File: src/rtl/uart_tx_scheduler.sv
// Arbitrates NUM_REQ message sources onto one uart_tx: latches the winning
// message, then hands it out byte by byte over the valid/busy handshake.
module uart_tx_scheduler #(
  parameter int NUM_REQ      = 4,
  parameter int MAX_BYTES    = 2,
  parameter int PRIO0        = 1,
  parameter int BUSY_TIMEOUT = 8,
  localparam int LEN_W = $clog2(MAX_BYTES + 1),
  localparam int ID_W  = (NUM_REQ > 1) ? $clog2(NUM_REQ) : 1,
  localparam int PW    = MAX_BYTES * 8
) (
  input  logic                     clk,
  input  logic                     rst,
  input  logic [NUM_REQ-1:0]       req,
  input  logic [NUM_REQ*LEN_W-1:0] req_len,
  input  logic [NUM_REQ*PW-1:0]    req_payload,
  output logic [NUM_REQ-1:0]       grant,
  output logic                     done,
  output logic [ID_W-1:0]          active_id,
  output logic                     sched_busy,
  output logic [7:0]               tx_data,
  output logic                     tx_valid,
  input  logic                     tx_busy
);

  localparam int CNT_W = $clog2(BUSY_TIMEOUT + 1);

  typedef enum logic [1:0] {
    IDLE      = 2'd0,
    SEND      = 2'd1,
    WAIT_BUSY = 2'd2
  } state_t;

  state_t             r_state;
  logic [NUM_REQ-1:0] r_grant;
  logic               r_done;
  logic [ID_W-1:0]    r_active_id;
  logic               r_sched_busy;
  logic [7:0]         r_tx_data;
  logic               r_tx_valid;
  logic [ID_W-1:0]    r_rr_ptr;
  logic [LEN_W-1:0]   r_idx;
  logic [LEN_W-1:0]   r_len_m1;
  logic [PW-1:0]      r_payload;
  logic [CNT_W-1:0]   r_cnt;

  logic [LEN_W-1:0]   w_len_arr [NUM_REQ];
  logic [PW-1:0]      w_pay_arr [NUM_REQ];
  logic [7:0]         w_byte_arr [MAX_BYTES];
  logic [ID_W-1:0]    w_win;
  logic [ID_W-1:0]    w_cand;
  logic               w_found;
  logic [LEN_W-1:0]   w_win_len;
  logic [LEN_W-1:0]   w_len_m1;
  logic [7:0]         w_cur_byte;
  logic [ID_W-1:0]    w_rr_next;
  logic               w_timeout;

  genvar gi;
  generate
    for (gi = 0; gi < NUM_REQ; gi++) begin : g_req_slice
      assign w_len_arr[gi] = req_len[gi*LEN_W +: LEN_W];
      assign w_pay_arr[gi] = req_payload[gi*PW +: PW];
    end
    // Byte 0 is the most significant byte of the latched payload.
    for (gi = 0; gi < MAX_BYTES; gi++) begin : g_byte_slice
      assign w_byte_arr[gi] = r_payload[(MAX_BYTES-gi)*8-1 -: 8];
    end
  endgenerate

  always_comb begin
    w_win   = '0;
    w_cand  = '0;
    w_found = 1'b0;
    for (int i = 0; i < NUM_REQ; i++) begin
      w_cand = ID_W'((int'(r_rr_ptr) + i) % NUM_REQ);
      if (!w_found && req[w_cand]) begin
        w_found = 1'b1;
        w_win   = w_cand;
      end
    end
    if (PRIO0 != 0 && req[0]) w_win = '0;
  end

  assign w_win_len = w_len_arr[w_win];

  always_comb begin
    if (w_win_len == '0)
      w_len_m1 = '0;
    else if (w_win_len > LEN_W'(MAX_BYTES))
      w_len_m1 = LEN_W'(MAX_BYTES - 1);
    else
      w_len_m1 = w_win_len - LEN_W'(1);
  end

  always_comb begin
    w_cur_byte = '0;
    for (int i = 0; i < MAX_BYTES; i++) begin
      if (r_idx == LEN_W'(i)) w_cur_byte = w_byte_arr[i];
    end
  end

  assign w_rr_next = (r_active_id == ID_W'(NUM_REQ - 1)) ? '0 : r_active_id + ID_W'(1);
  // Counter reaches BUSY_TIMEOUT on the cycle it would increment past BUSY_TIMEOUT-1.
  assign w_timeout = (r_cnt == CNT_W'(BUSY_TIMEOUT - 1));

  always_ff @(posedge clk) begin
    if (rst) begin
      r_state      <= IDLE;
      r_grant      <= '0;
      r_done       <= 1'b0;
      r_active_id  <= '0;
      r_sched_busy <= 1'b0;
      r_tx_data    <= '0;
      r_tx_valid   <= 1'b0;
      r_rr_ptr     <= '0;
      r_idx        <= '0;
      r_len_m1     <= '0;
      r_payload    <= '0;
      r_cnt        <= '0;
    end else begin
      r_grant    <= '0;
      r_done     <= 1'b0;
      r_tx_valid <= 1'b0;
      case (r_state)
        IDLE: begin
          if (|req) begin
            r_payload    <= w_pay_arr[w_win];
            r_len_m1     <= w_len_m1;
            r_active_id  <= w_win;
            r_idx        <= '0;
            r_grant      <= NUM_REQ'(1) << w_win;
            r_sched_busy <= 1'b1;
            r_state      <= SEND;
          end
        end
        SEND: begin
          if (!tx_busy) begin
            r_tx_data  <= w_cur_byte;
            r_tx_valid <= 1'b1;
            r_cnt      <= '0;
            r_state    <= WAIT_BUSY;
          end
        end
        WAIT_BUSY: begin
          if (tx_busy || w_timeout) begin
            if (r_idx == r_len_m1) begin
              r_done       <= 1'b1;
              r_rr_ptr     <= w_rr_next;
              r_sched_busy <= 1'b0;
              r_state      <= IDLE;
            end else begin
              r_idx   <= r_idx + LEN_W'(1);
              r_state <= SEND;
            end
          end else begin
            r_cnt <= r_cnt + CNT_W'(1);
          end
        end
        default: begin
          r_sched_busy <= 1'b0;
          r_state      <= IDLE;
        end
      endcase
    end
  end

  assign grant      = r_grant;
  assign done       = r_done;
  assign active_id  = r_active_id;
  assign sched_busy = r_sched_busy;
  assign tx_data    = r_tx_data;
  assign tx_valid   = r_tx_valid;

endmodule

File: config.mk
export PLATFORM = sky130hd
export DESIGN_NAME = uart_tx_scheduler
export DESIGN_NICKNAME = d
export VERILOG_FILES = /design/src/rtl/uart_tx_scheduler.sv
export SDC_FILE = /design/constraint.sdc
export NUM_CORES = 1
export LEC_CHECK = 0
export ABC_CLOCK_PERIOD_IN_PS = 4460
export CAP_MARGIN = 40
export CORE_MARGIN = 2
export CORE_UTILIZATION = 45
export CTS_CLUSTER_SIZE = 24
export DETAILED_ROUTE_END_ITERATION = 7
export PLACE_DENSITY = 0.86
export SETUP_SLACK_MARGIN = 0.5
export SLEW_MARGIN = 20
export SYNTH_ARGS = -nofsm -noshare
export SYNTH_HDL_FRONTEND = slang
export SYNTH_SLANG_ARGS = --single-unit
File: constraint.sdc
create_clock -name clk -period 4.46 [get_ports clk]
set_input_delay 0.892 -clock clk [delete_from_list [all_inputs] [get_ports clk]]
set_output_delay 0.892 -clock clk [all_outputs]
set_load 0.1 [all_outputs]
Word-level counts from Yosys, hierarchy flattened
Index checks and enable logic that the tools add are counted.
{ "totals": {"ff_bits": 45, "out_inout_bits": 17, "word_cells": 113} }
{ "op_classes": {"n_addsub": 7, "order_cmp": 6, "eq_ne": 12, "shifts": 1, "mux": 45, "n_bitwise": 7, "n_reduce_logical": 23} }
{ "op_table": {"columns": ["operator", "count"], "rows": [
  ["$bmux 16 s2", 1],
  ["$mux 16", 2],
  ["$mux 2", 16],
  ["$mux 8", 2],
  ["$mux 1", 13],
  ["$lt 2x3->1 const B", 4],
  ["$ne 2x2->1 const B", 6],
  ["$reduce_and 3->1", 3],
  ["$bmux 1 s2", 4],
  ["$mux 4", 2],
  ["$pmux 4 s2", 1],
  ["$reduce_and 4->1", 2],
  ["$add 2x1->2 const B", 3],
  ["$logic_not 2->1", 3],
  ["$not 1->1", 6],
  ["$pmux 2 s3", 1],
  ["$reduce_or 3->1", 2],
  ["$add 2x2->2 const B", 2],
  ["$add 4x1->4 const B", 1],
  ["$bmux 2 s2", 1],
  ["$eq 2x1->1 const B", 2],
  ["$eq 2x2->1 const B", 2],
  ["$eq 4x3->1 const B", 1],
  ["$pmux 2 s2", 1],
  ["other kinds (14)", 20]
]} }

Longest topological paths before layout
{ "depth": {"depth_word": 20, "ltp_mapped": 7, "depth_no_buf": 6} }

Worst setup path before layout
OpenSTA, ideal clock, no wires.
{ "synth_timing": {"kind": "in2reg", "start": "input port req[2]", "end": "register r_payload[10]", "t_arrival_ns": 2.104, "t_required_ns": 4.332, "setup_slack_ns": 2.228, "stages": 7, "path_cell_list": "or4_1 buf_4 nand2_4 or3b_1 buf_6 buf_8 o221ai_2"} }
{ "synth_between": {"elab_chain_len": 17, "elab_cells_between_ends": 28, "classes_between": "mux: 19; bitwise: 1; reduce/logical: 8"} }
{ "synth_lines": {"columns": ["item", "line_no", "text"], "rows": [
  ["start: declaration", "14", "input logic [NUM_REQ-1:0] req,"],
  ["$bmux 1 s2", "77", "if (!w_found && req[w_cand]) begin"],
  ["$mux 1 (not written as such)", "77", null],
  ["$mux 1", "77", null],
  ["$logic_not 1->1", "77", null],
  ["$logic_and 1x1->1", "77", null],
  ["$mux 1", "77", null],
  ["$logic_not 1->1", "77", null],
  ["$logic_and 1x1->1", "77", null],
  ["$mux 1", "77", null],
  ["$logic_not 1->1", "77", null],
  ["$logic_and 1x1->1", "77", null],
  ["$mux 2", "77", null],
  ["$mux 2", "82", "if (PRIO0 != 0 && req[0]) w_win = '0;"],
  ["$not 2->3 (not written as such)", "128", "r_payload <= w_pay_arr[w_win];"],
  ["$bmux 16 s2", "128", null],
  ["$mux 16 (not written as such) (2 in a row)", "128", null],
  ["end signal: assignment", "128", null],
  ["end: declaration", "44", "logic [PW-1:0] r_payload;"]
]} }
Several ways; a longest one is shown, not always the timed one. The select of a mux whose other input is x is not followed.
A chain may end at the register's enable or synchronous reset.

Final worst setup path
{ "layout_timing": {"start": "input port req[3]", "end": "register r_grant[1] (netlist: grant[1])"} }
{ "layout_between": {"elab_chain_len": 14, "elab_cells_between_ends": 26, "classes_between": "shift: 1; mux: 16; bitwise: 1; reduce/logical: 8"} }
{ "layout_lines": {"columns": ["item", "line_no", "text"], "rows": [
  ["$bmux 1 s2", "77", null],
  ["$mux 1 (not written as such)", "77", null],
  ["$mux 1", "77", null],
  ["$logic_not 1->1", "77", null],
  ["$logic_and 1x1->1", "77", null],
  ["$mux 1", "77", null],
  ["$logic_not 1->1", "77", null],
  ["$logic_and 1x1->1", "77", null],
  ["$mux 1", "77", null],
  ["$logic_not 1->1", "77", null],
  ["$logic_and 1x1->1", "77", null],
  ["$mux 2", "77", null],
  ["$mux 2", "82", null],
  ["$shl 1x2->4", "132", "r_grant <= NUM_REQ'(1) << w_win;"],
  ["end signal: assignment", "132", null],
  ["end: declaration", "35", "logic [NUM_REQ-1:0] r_grant;"]
]} }
Several ways; a longest one is shown, not always the timed one. The select of a mux whose other input is x is not followed.

==> flow_summary_export.csv <==
group,metric,value,unit
outcome,status,"complete, no violations",
clocking,htree_levels,2,
yosys,ys.flop_type,"dfxtp_1",
die,core_area,5110,um2
pwr,powerDensity,281,nW/um2
clocking,cts_sinks,45,
pwr,power_frac_comb,32.1,%
clocking,clk_latency,0.29,ns
die,rows,26,
final_layout,multi_input_area,1330,um2
sta,timing.fmax,0.340,GHz
yosys,ys_seq_elements,45,
yosys,syn-cell-area,2390,um2
worst_setup_path,crit_required,4.65,ns
yosys,yosysSeqAreaShare,37.7,%
final_layout,seqCellArea,901,um2
worst_setup_path,r2r_slack,2.53,ns
clocking,cts_made_buffers,5,
route,ant_nets,0,
final_layout,layout-drive-gt1-share,12.1,%
placed_design,post_dp_cell_area,3550,um2
yosys,avgSynthCellArea,9.30,um2
clocking,hold_buffers,0,
clocking,clk_pin_slew,0.08,ns
final_layout,fin_nets,438,
global_routing,gr-usage-all-layers,21.1,%
worst_setup_path,slowest_stage,"or4_1",
global_routing,grt_pass1_vias,2288,
worst_hold_path,hold_start,"r_payload[11]",
die,die_width,76.9,um
placed_design,gp_congestion,0.825,
pwr,switching_power,0.322,mW
route,wl_per_cell,14.1,um
final_layout,area_growth,52.4,%
die,initial_utilization,46.8,%
route,drc_errors,0,
yosys,yosys.area.top_type,"dfxtp_1",
sta,hold_viol,0,
sta,fin_crit_sh,66.0,%
sta,slew_headroom,44.7,%
worst_setup_path,endpoint_kind,"register",
worst_setup_path,crit_fanout,19,
final_layout,stdcell_area,3640,um2
pwr,p_seq_share,44.2,%
pwr,p_clk_share,23.7,%
yosys,synth_top_area_share,37.7,%
sta,worstMarginPinSlew,0.829,ns
worst_hold_path,holdPathStages,2,
sta,fin_crit,2.94,ns
pwr,p_leak,1.50,nW
sta,finClkSkew,0.00350,ns
die,die_y,76.9,um
global_routing,grt_max_degree,40,
clocking,cts_resized,0,
sta,timing.final.max_slew_violations,0,
yosys,synth_edf_count,0,
sta,setup_viol,0,
die,ioPinCount,96,
clocking,root_buffer,"clkbuf_8",
sta,holdWs,0.478,ns
placed_design,port_buffers,91,
yosys,ys.warnings.count,0,
global_routing,overflow,0,
yosys,ys_top_cells_by_area,"dfxtp_1 (38%), mux2i_1 (14%), o221ai_2 (6.3%), nand2_1 (4.6%), nor2_1 (3.9%)",
yosys,async_flop_share,0,%
clocking,cts_buffer_depth,2,
route,initialDrtViolationCount,102,
worst_setup_path,cp_cell_sequence,"clkdlybuf4s50_1 > or4_1 > nand2_4 > or3_1 > and2b_2",
yosys,yosysUniqueCellTypes,45,
sta,tns,0,ns
worst_setup_path,crit-reg2reg-launch,"r_rr_ptr[1]",
route,routed_wl,6000,um
global_routing,antenna_found_initial,0,
yosys,syn_nets,340,
sta,rsz0062_at_grt,"false",
route,vias,2289,
worst_setup_path,startpoint_type,"primary input",
pwr,ir_worst_vdd,163,uV
pwr,p_int,0.702,mW
final_layout,n_fill_cell,399,
clocking,post-cts-setup-buffers,0,
worst_setup_path,slowest_delay,0.70,ns
die,fp.dieArea,5910,um2
route,first_pass_iters,4,
yosys,synthCells,257,
final_layout,n_antenna_cell,0,
global_routing,grt_pass1_wl,10100,um
worst_setup_path,arrival,3.13,ns
pwr,power,1.02,mW
worst_setup_path,reg2regPathDepth,4,
worst_setup_path,r2r-end,"grant[1]",
placed_design,dp_hpwl,4710,um
worst_hold_path,hold_end,"r_payload[11]",
worst_setup_path,worst-setup-path-type,"in -> reg",
pwr,switching_share,31.4,%
worst_hold_path,worstHoldPathType,"reg -> reg",
route,viasPerCell,5.37,
clocking,cts_tree,"built",
run,cap_violations,0,
-- cell usage in the layout, fill, tap and decap left out, types with 3 or more instances in the layout --
master           netlist  final
ha_1                   4      4
a211oi_1               8      8
nand3_1                4      4
inv_1                  6      6
clkdlybuf4s50_1        0     91
xnor2_1                3      3
dfxtp_1               45     45
mux2i_1               34     34
nor3_1                13     13
buf_8                  1     16
o221ai_1               7      7
nand2_1               29     29
nand2b_1               3      3
clkbuf_1               9      3
nor4_1                 3      3
o221ai_2              10     10
nor2_1                25     25
clkbuf_8               0      5
o31ai_1                3      3
and2_1                 3      3
a21oi_1                8      8
-- sequential cells by signal, indices dropped and copies added (netlist names), 2 cells and up --
signal,flops
active_id,2
grant,4
r_cnt,4
r_idx,2
r_len_m1,2
r_payload,16
r_rr_ptr,2
r_state,2
tx_data,8
-- cell usage after synthesis, types with 2 or more instances --
library cell	instances
dfxtp_1	45
mux2i_1	34
nand2_1	29
nor2_1	25
nor3_1	13
o221ai_2	10
clkbuf_1	9
a211oi_1	8
a21oi_1	8
o221ai_1	7
inv_1	6
buf_4	4
ha_1	4
nand3_1	4
and2_1	3
buf_2	3
nand2b_1	3
nor4_1	3
o31ai_1	3
xnor2_1	3
a41oi_1	2
buf_6	2
nand4_1	2
nor2b_1	2
o21ai_0	2
or2_2	2
or3_1	2
or4_1	2
-- cell type report --
class                      count  share of cell area, %
clock buffer                   8                   2.20
inverter                       6                  0.618
multi-input combinational    186                   36.5
sequential                    45                   24.7
tap                           70                   2.40
timing repair buffer         111                   33.5
-- through the flow --
stage / utilization [%] / worst slack (ns) / instances
after global placement: 64.0 / 1.22 / 400
after CTS: 71.0 / 1.50 / 425
after floorplan: - / 2.23 / 257
final: 71.3 / 1.52 / 426
after global routing: 71.3 / 1.42 / 426
after detailed placement: 69.5 / 1.18 / 417
-- per-layer routing --
metal | GRT usage (%) | share of wire, % | wire, um | vias up
met5 | 0 | 0 | 0 | -
li1 | - | - | - | 1133
met2 | 39.1 | 51 | 3070 | 96
met1 | 24.0 | 42 | 2510 | 1047
met3 | 4.00 | 5.2 | 312 | 13
met4 | 7.09 | 1.9 | 116 | 0
-- kinds of logic (layout without fill, tap and decap cells) --
family | Yosys count | count (layout) | synth area share [%]
muxes | 35 | 35 | 14.7
buffers and inverters | 26 | 125 | 6.65
adders and majority gates | 4 | 4 | 2.09
xor gates and xnor gates | 3 | 3 | 1.10
DFF | 45 | 45 | 37.7
AOI/OAI and AO/OA | 48 | 48 | 18.3
and+or+nand+nor | 96 | 96 | 19.5
-- worst max-delay path: cells and delay by family --
family        cells  cell delay [ns]
buf+inv           1             0.44
simple gates      4             1.79
-- worst max path at each step --
stage	cells after the start	slack, ns	start	endpoint
final	5	1.52	req[3]	grant[1]
after floorplan	7	2.23	req[2]	r_payload[10]
after global routing	5	1.42	req[3]	r_payload[14]
after CTS	5	1.50	req[3]	r_payload[0]
after detailed placement	5	1.18	req[3]	r_payload[15]
after global placement	5	1.22	req[2]	r_payload[1]
-- power groups by stage --
stage	clock network (mW)	registers, mW	logic [mW]
2_1_floorplan	0	0.528	0.122
3_3_place_gp	0	0.461	0.285
3_5_place_dp	0	0.462	0.327
4_1_cts	0.247	0.453	0.328
5_1_grt	0.261	0.456	0.350
6_report	0.242	0.453	0.329
(Power assumes the default switching activity.)
